<file path="src/rtl/mem_access_unit.sv">
// Load/store sequencer between the CPU memory stage and a single-port word RAM.
// Define MEM_ACCESS_RANGE_CHECK_EN to reject word addresses >= ADDR_LIMIT_WORDS.
module mem_access_unit #(
  parameter int ADDR_LIMIT_WORDS = 256
) (
  input  logic        clk,
  input  logic        rst_n,
  input  logic        req_valid,
  output logic        req_ready,
  input  logic        req_we,
  input  logic [1:0]  req_size,
  input  logic        req_signed,
  input  logic [31:0] req_addr,
  input  logic [31:0] req_wdata,
  output logic        resp_valid,
  output logic        resp_err,
  output logic [31:0] resp_rdata,
  output logic        ram_wren,
  output logic [29:0] ram_address,
  output logic [31:0] ram_data,
  input  logic [31:0] ram_q
);

  typedef enum logic [1:0] {
    IDLE,
    LOAD_WAIT,
    RMW_MERGE
  } state_t;

  localparam logic [29:0] LIMIT = 30'(ADDR_LIMIT_WORDS);

  state_t      state_q, state_d;
  logic [31:0] addr_q, addr_d;
  logic [31:0] wdata_q, wdata_d;
  logic [1:0]  size_q, size_d;
  logic        sgn_q, sgn_d;
  logic        resp_valid_q, resp_valid_d;
  logic        resp_err_q, resp_err_d;
  logic [31:0] resp_rdata_q, resp_rdata_d;

  logic        accept;
  logic        misalign;
  logic        range_err;
  logic        req_err;
  logic        word_st;
  logic        wr;
  logic [31:0] wr_data;

  function automatic logic [31:0] extract(
    input logic [31:0] w,
    input logic [1:0]  off,
    input logic [1:0]  sz,
    input logic        sgn
  );
    logic [7:0]  b;
    logic [15:0] h;
    b = w[{off, 3'b000} +: 8];
    h = w[{off[1], 4'b0000} +: 16];
    case (sz)
      2'b00:   extract = {{24{sgn & b[7]}}, b};
      2'b01:   extract = {{16{sgn & h[15]}}, h};
      default: extract = w;
    endcase
  endfunction

  function automatic logic [31:0] merge(
    input logic [31:0] w,
    input logic [1:0]  off,
    input logic [1:0]  sz,
    input logic [31:0] d
  );
    merge = w;
    case (sz)
      2'b00:   merge[{off, 3'b000} +: 8] = d[7:0];
      2'b01:   merge[{off[1], 4'b0000} +: 16] = d[15:0];
      default: merge = d;
    endcase
  endfunction

`ifdef MEM_ACCESS_RANGE_CHECK_EN
  assign range_err = (req_addr[31:2] >= LIMIT);
`else
  logic unused_limit;
  assign unused_limit = |LIMIT;
  assign range_err = 1'b0;
`endif

  always_comb begin
    case (req_size)
      2'b00:   misalign = 1'b0;
      2'b01:   misalign = req_addr[0];
      2'b10:   misalign = |req_addr[1:0];
      default: misalign = 1'b1;
    endcase
  end

  assign req_ready = (state_q == IDLE);
  assign accept    = req_valid & req_ready;
  assign req_err   = misalign | range_err;
  assign word_st   = req_we & (req_size == 2'b10);

  always_ff @(posedge clk) begin
    if (!rst_n) begin
      state_q      <= IDLE;
      addr_q       <= '0;
      wdata_q      <= '0;
      size_q       <= '0;
      sgn_q        <= 1'b0;
      resp_valid_q <= 1'b0;
      resp_err_q   <= 1'b0;
      resp_rdata_q <= '0;
    end else begin
      state_q      <= state_d;
      addr_q       <= addr_d;
      wdata_q      <= wdata_d;
      size_q       <= size_d;
      sgn_q        <= sgn_d;
      resp_valid_q <= resp_valid_d;
      resp_err_q   <= resp_err_d;
      resp_rdata_q <= resp_rdata_d;
    end
  end

  always_comb begin
    state_d = state_q;
    addr_d  = addr_q;
    wdata_d = wdata_q;
    size_d  = size_q;
    sgn_d   = sgn_q;
    if (accept) begin
      addr_d  = req_addr;
      wdata_d = req_wdata;
      size_d  = req_size;
      sgn_d   = req_signed;
    end
    case (state_q)
      IDLE: begin
        if (accept && !req_err) begin
          if (!req_we)       state_d = LOAD_WAIT;
          else if (!word_st) state_d = RMW_MERGE;
        end
      end
      LOAD_WAIT: state_d = IDLE;
      RMW_MERGE: state_d = IDLE;
      default:   state_d = IDLE;
    endcase
  end

  always_comb begin
    wr           = 1'b0;
    wr_data      = '0;
    resp_valid_d = 1'b0;
    resp_err_d   = 1'b0;
    resp_rdata_d = resp_rdata_q;
    ram_address  = addr_q[31:2];
    case (state_q)
      IDLE: begin
        ram_address = req_addr[31:2];
        if (accept) begin
          if (req_err) begin
            resp_valid_d = 1'b1;
            resp_err_d   = 1'b1;
            resp_rdata_d = '0;
          end else if (word_st) begin
            wr           = 1'b1;
            wr_data      = req_wdata;
            resp_valid_d = 1'b1;
          end
        end
      end
      LOAD_WAIT: begin
        resp_valid_d = 1'b1;
        resp_rdata_d = extract(ram_q, addr_q[1:0], size_q, sgn_q);
      end
      RMW_MERGE: begin
        wr           = 1'b1;
        wr_data      = merge(ram_q, addr_q[1:0], size_q, wdata_q);
        resp_valid_d = 1'b1;
      end
      default: ;
    endcase
  end

  // Reset must block any write, even a merge already in flight.
  assign ram_wren   = wr & rst_n;
  assign ram_data   = ram_wren ? wr_data : '0;
  assign resp_valid = resp_valid_q;
  assign resp_err   = resp_err_q;
  assign resp_rdata = resp_rdata_q;

endmodule

</file>
<file path="config.mk">
export PLATFORM = sky130hd
export DESIGN_NAME = mem_access_unit
export DESIGN_NICKNAME = d
export VERILOG_FILES = /design/src/rtl/mem_access_unit.sv
export SDC_FILE = /design/constraint.sdc
export NUM_CORES = 1
export LEC_CHECK = 0
export CORE_ASPECT_RATIO = 2
export CORE_UTILIZATION = 48
export CTS_CLUSTER_DIAMETER = 120
export DETAILED_ROUTE_END_ITERATION = 12
export PLACE_DENSITY = 0.82
export SLEW_MARGIN = 10
export SYNTH_ARGS = -nofsm -noshare
export SYNTH_HDL_FRONTEND = slang
export SYNTH_SLANG_ARGS = --single-unit
</file>
<file path="constraint.sdc">
create_clock -name clk -period 3.3 [get_ports clk]
set_input_delay 0.825 -clock clk [delete_from_list [all_inputs] [get_ports clk]]
set_output_delay 0.825 -clock clk [all_outputs]
set_load 0.02 [all_outputs]
</file>
# ---- Yosys cells after proc, flatten, opt, wreduce, memory -nomap -nowiden
# Index checks and enable logic that the tools add are counted.
dict set report totals {
  reg_bits 103
}
dict set report classes {
  eq_ne 8
  bitwise_logic 5
  reduce_logical 12
  add_sub_neg 2
  shift 6
  mux 24
}
# cell count
set ops {}
lappend ops {{$pmux W32 S2} 4}
lappend ops {{$mux W32} 6}
lappend ops {{$bwmux W32} 2}
lappend ops {{$shift A16 B7 Y32 const A} 1}
lappend ops {{$shift A8 B7 Y32 const A} 1}
lappend ops {{$shiftx A16 B7 Y32} 1}
lappend ops {{$shiftx A32 B6 Y16} 1}
lappend ops {{$shiftx A32 B6 Y8} 1}
lappend ops {{$shiftx A8 B7 Y32} 1}
lappend ops {{$mux W30} 1}
lappend ops {{$neg A5 Y7} 2}
lappend ops {{$eq A2 B1 Y1 const B} 3}
lappend ops {{$logic_not A2 Y1} 3}
lappend ops {{$mux W1} 6}
lappend ops {{$reduce_and A3 Y1} 2}
lappend ops {{$and A1 B1 Y1} 5}
lappend ops {{$eq A2 B2 Y1 const B} 2}
lappend ops {{$mux W2} 2}
lappend ops {{$ne A2 B1 Y1 const B} 2}
lappend ops {{$pmux W1 S2} 2}
lappend ops {{$reduce_and A2 Y1} 2}
lappend ops {{$reduce_or A2 Y1} 2}
lappend ops {{$pmux W1 S3} 1}
lappend ops {{$ne A2 B2 Y1 const B} 1}
lappend ops {{other kinds (3)} 3}

# ---- Depth between registers and ports, before layout
dict set report depth {
  word_depth 8
  ltp_mapped 10
}

# ---- Least setup slack after synthesis
# No wires, ideal clock.
dict set report synth_timing {
  path_kind {register to output}
  startpoint {register addr_q[1]}
  endpoint {output port ram_data[3]}
  slack_ns 0.034
  required_ns 2.475
  path_buffers 2
  t_arrival_ns 2.441
  path_stages_with_launch 9
  path_cell_list {dfxtp_1 buf_2 buf_4 clkinv_1 ha_1 nor3b_2 o21ai_0 a221o_1 a21boi_0}
}
dict set report synth_via {
  elab_chain_len 6
}
# item line
set synth_lines {}
lappend synth_lines {{from (decl)} 33} ;# logic [31:0] addr_q, addr_d;
lappend synth_lines {{from (signal assigned)} 114} ;# addr_q <= addr_d;
lappend synth_lines {{$neg A5 Y7 (on tied branches)} {75, 74}}
lappend synth_lines {{$shiftx A16 B7 Y32, or another cell as far along} 75} ;# 2'b01: merge[{off[1], 4'b0000} +: 16] = d[15:0];
lappend synth_lines {{$bwmux W32 (on tied branches)} {75, 74}}
lappend synth_lines {{$pmux W32 S2 *} 73} ;# case (sz)
lappend synth_lines {{$pmux W32 S2 *} 156} ;# case (state_q)
lappend synth_lines {{$mux W32 *} 186} ;# assign ram_data = ram_wren ? wr_data : '0;
lappend synth_lines {{to (decl)} 20} ;# output logic [31:0] ram_data,
# Mark *: on every way between the ends. The rest lies on a longest branch, timed or not.

# ---- Final worst setup path
dict set report layout_timing {
  startpoint {input port req_addr[1]}
  endpoint {output port ram_data[27]}
}
dict set report layout_via {
  elab_chain_len 7
}
# item line
set layout_lines {}
lappend layout_lines {{from (decl)} 13} ;# input logic [31:0] req_addr,
lappend layout_lines {{$reduce_or A2 Y1 *} 92} ;# 2'b10: misalign = |req_addr[1:0];
lappend layout_lines {{$pmux W1 S3 *} 89} ;# case (req_size)
lappend layout_lines {{$mux W1} 160} ;# if (req_err) begin
lappend layout_lines {{$mux W1} 159} ;# if (accept) begin
lappend layout_lines {{$pmux W1 S2} 156}
lappend layout_lines {{$and A1 B1 Y1} 185} ;# assign ram_wren = wr & rst_n;
lappend layout_lines {{$mux W32 *} 186}
# Marks and branches as above.

==> summary.txt <==
Pwr
  • Clk pwr share: 0.294
  • Leakage power: 3.558 nW
  • Net switching power: 1.178 mW
  • Sequential fraction of design power: 0.388
  • Switch share: 0.3320
  • Gate power share: 0.318
  • Maximum VDD drop: 0.3230 mV
  • Power Dens Cells: 377.9 nW/um2
  • Power Internal: 2.370 mW

Worst setup path
  • Crit end category: output pin
  • Worst path cell trace: clkdlybuf4s50_1 > nor3_2 > o211a_1 > and2_4 > buf_12 > a22o_1 > buf_2
  • Worst setup SP type: input port
  • Slowest stage delay, CP: 500 ps
  • Crit-path max FO: 15
  • Worst endpoint required time: 2470 ps
  • Worst r2r src: state_q[0]
  • CP Data Arrival Time: 2410 ps
  • CP bufs+invs: 3
  • Slowest CP cell: clkdlybuf4s50_1
  • Crit Path Class: in2out
  • Family with the most delay on the worst path: buffers and inverters
  • Setup crit start: req_addr[1]

Run
  • Max-cap viol count: 0

Route
  • DR vias/cell: 6.073
  • Via count: 7366
  • Initial DRC count: 490
  • Final ANT Viol Nets: 0
  • DRC: 0
  • DRT Pass-1 Iters: 5
  • DR WL/cell: 19.90 um
  • Routed WL: 24.14 mm

Floorplanning
  • DIE HEIGHT: 168.1 um
  • FP Rows: 60
  • Core ar.: 13440 um2
  • Io pins: 201
  • Die Wd: 85.04 um
  • Die area: 14290 um2
  • Initial Utilization: 0.4926

Yosys
  • EDFF count, synth: 0
  • Syn avg cell area: 8.063 um2
  • Syn_nets: 933
  • Syn Inst Count: 821
  • Post-synth top flop: dfxtp_1
  • Yosys reg bits: 103
  • Post-synth top area share: 0.3115
  • Distinct cells, synth: 56
  • Post-synthesis sequential area ratio: 0.3115
  • Most area-hungry cell type in the Yosys netlist: dfxtp_1
  • Synth top area cells: dfxtp_1 (31%), nand2_1 (11%), a21boi_0 (8.4%)
  • Mapped cell area: 6620 um2
  • Async S/R FF share, synth: 0
  • Yosys warnings: 0

Clock tree
  • CTS sink cnt: 103
  • Number of buffers created by CTS: 9
  • Root buf cell: clkbuf_16
  • CTS Hold Bufs: 0
  • Clk Latency, worst-skew pair: 350 ps
  • CTS tree: done
  • CTS Buffer Depth: 2
  • Clk slew on worst S/H paths: 70 ps
  • Htree depth: 3

Outcome
  • Status: finished, final reports clean

Timing
  • Post-route minimum period: 3230 ps
  • Hold Slack: 447.9 ps
  • Fin Setup TNS: 0 ps
  • Max Slew Vio Count: 0
  • Setup violators final: 0
  • Final period util: 0.9788
  • Worst rel slew slack: 0.5193
  • Fmax: 309.6 MHz
  • Slew @ Worst Pin: 721.0 ps
  • Final hold violation count: 0
  • Clock Skew: 6.495 ps
  • RSZ-0062 raised after global routing: true

Global route
  • Initial antenna violation count: 0
  • GR Overflow Total: 0
  • Vias in the first global route: 7149
  • Largest net degree at the start of global routing: 72
  • Global-route usage over all layers: 0.3382
  • First-pass GRT wire length: 37.39 mm

Finish
  • Area delta synth->final: 41.84%
  • # nets final: 1165
  • Diode count: 0
  • Layout cells sized above 1: 0.2004

Placed design
  • Final GP Congestion: 0.9932
  • Placed wire-length estimate: 18.38 mm
  • I/O Buffers: 200

Worst hold path
  • Hold WC Path Type: reg2reg
  • Hold Crit Start: resp_rdata[6]
final timing paths:
| kind | slack [ps] | to | cells past startpoint |
|---|---|---|---|
| max reg2reg | 1160 | resp_rdata[23] | 7 |
| min | 450 | resp_rdata[6] | 2 |
| min reg2reg | 450 | resp_rdata[6] | 2 |
| max | 70 | ram_data[27] | 7 |
cells by family after synthesis:
logic type | synth area share
multiplexers | 0.1085
buffers and inverters | 0.05689
adder cells (fa/ha/maj) | 0.01701
AO/OA/AOI/OAI | 0.3109
flip-flops | 0.3115
AND/OR/NAND/NOR | 0.1952
layer usage:
metal	GRT usage	up-vias	share of wire
met5	0	-	0
met4	0.2454	0	0.075
met3	0.04951	108	0.049
met2	0.6119	344	0.53
met1	0.3467	3500	0.35
li1	-	3414	-
placed cells by master (no fill, tap or decap), types with 4 or more instances in the layout:
master	instances
nand2_1	185
clkdlybuf4s50_1	162
dfxtp_1	101
buf_4	93
a21boi_0	72
o21ai_0	42
mux2_2	40
a21oi_1	39
a22o_1	37
nor2b_1	28
buf_2	27
nand2b_1	21
o221ai_1	20
nor2_1	17
o21ai_1	15
o22a_1	14
mux2i_1	11
nor3b_1	10
clkbuf_16	9
a22oi_1	8
a32oi_1	7
mux4_2	7
ha_1	7
inv_1	6
o221ai_2	5
clkbuf_2	5
a211oi_1	4
dlygate4sd2_1	4
power groups by stage:
| stage | registers [mW] | clock network [mW] | logic [mW] |
|---|---|---|---|
| final | 1.38 | 1.04 | 1.13 |
| after global routing | 1.38 | 1.09 | 1.20 |
| after CTS | 1.37 | 1.05 | 1.12 |
| after detailed placement | 1.40 | 0 | 1.11 |
| after global placement | 1.40 | 0 | 1.10 |
| after floorplan | 1.38 | 0 | 0.611 |
worst reg2reg max path, stage by stage, from the launching register on:
cell     delay, ps
dfxtp_1        350
inv_1          100
ha_2           190
buf_4          410
nand2_2        100
o311a_1        370
buf_4          240
a22o_1         280
flip-flops by register name (all words and copies together) (netlist names):
register,count
resp_valid,1
sgn_q,1
resp_err,1
size_q,2
addr_q,32
state_q,2
wdata_q,32
resp_rdata,32
synthesized netlist by cell type (2+ instances only):
cell type / count
nand2_1: 186
dfxtp_1: 103
a21boi_0: 74
o21ai_0: 45
mux2_2: 40
a21oi_1: 39
clkbuf_1: 38
a22o_1: 37
nor2b_1: 28
o221ai_1: 25
buf_2: 24
nand2b_1: 21
nor2_1: 17
o22a_1: 14
o21ai_1: 12
mux2i_1: 11
nor3b_1: 10
ha_1: 9
a22oi_1: 8
a32oi_1: 7
mux4_2: 7
buf_1: 6
inv_1: 6
and2_1: 5
a211oi_1: 4
a221o_1: 3
buf_4: 3
buf_6: 3
o22ai_1: 3
a211o_1: 2
clkinv_1: 2
nand3_1: 2
nand3b_1: 2
nor3_1: 2
nor4bb_1: 2
what timing repair did:
| action | CTS | global route |
|---|---|---|
| pin swaps | 8 | 5 |
| gates resized for setup | 113 | 37 |
| buffers inserted | 0 | 2 |
| endpoints found under the setup margin | 33 | 24 |
stage by stage:
stage / total power [mW] / cells / worst slack, ps / instance area (um2) / utilization
global route: 3.677 / 1213 / -21.23 / 9390 / 0.6988
finish: 3.548 / 1213 / 69.82 / 9390 / 0.6988
global placement: 2.502 / 1195 / -428.7 / 9204 / 0.6849
detailed placement: 2.515 / 1195 / -476.5 / 9204 / 0.6849
CTS: 3.542 / 1211 / 1.390 / 9439 / 0.7024
floorplan: 1.991 / 821 / 33.92 / 6620 / -
final cells by class:
| type | instances | area [um2] |
|---|---|---|
| fillers | 1136 | 4048 |
| flip-flops and latches | 103 | 2064 |
| clock inverters | 7 | 53.80 |
| repair buffers | 296 | 2590 |
| inverters | 8 | 30.03 |
| multi-input cells | 635 | 4233 |
| clock buffers | 9 | 225.2 |
| well taps | 155 | 193.9 |
(Power assumes the default switching activity.)
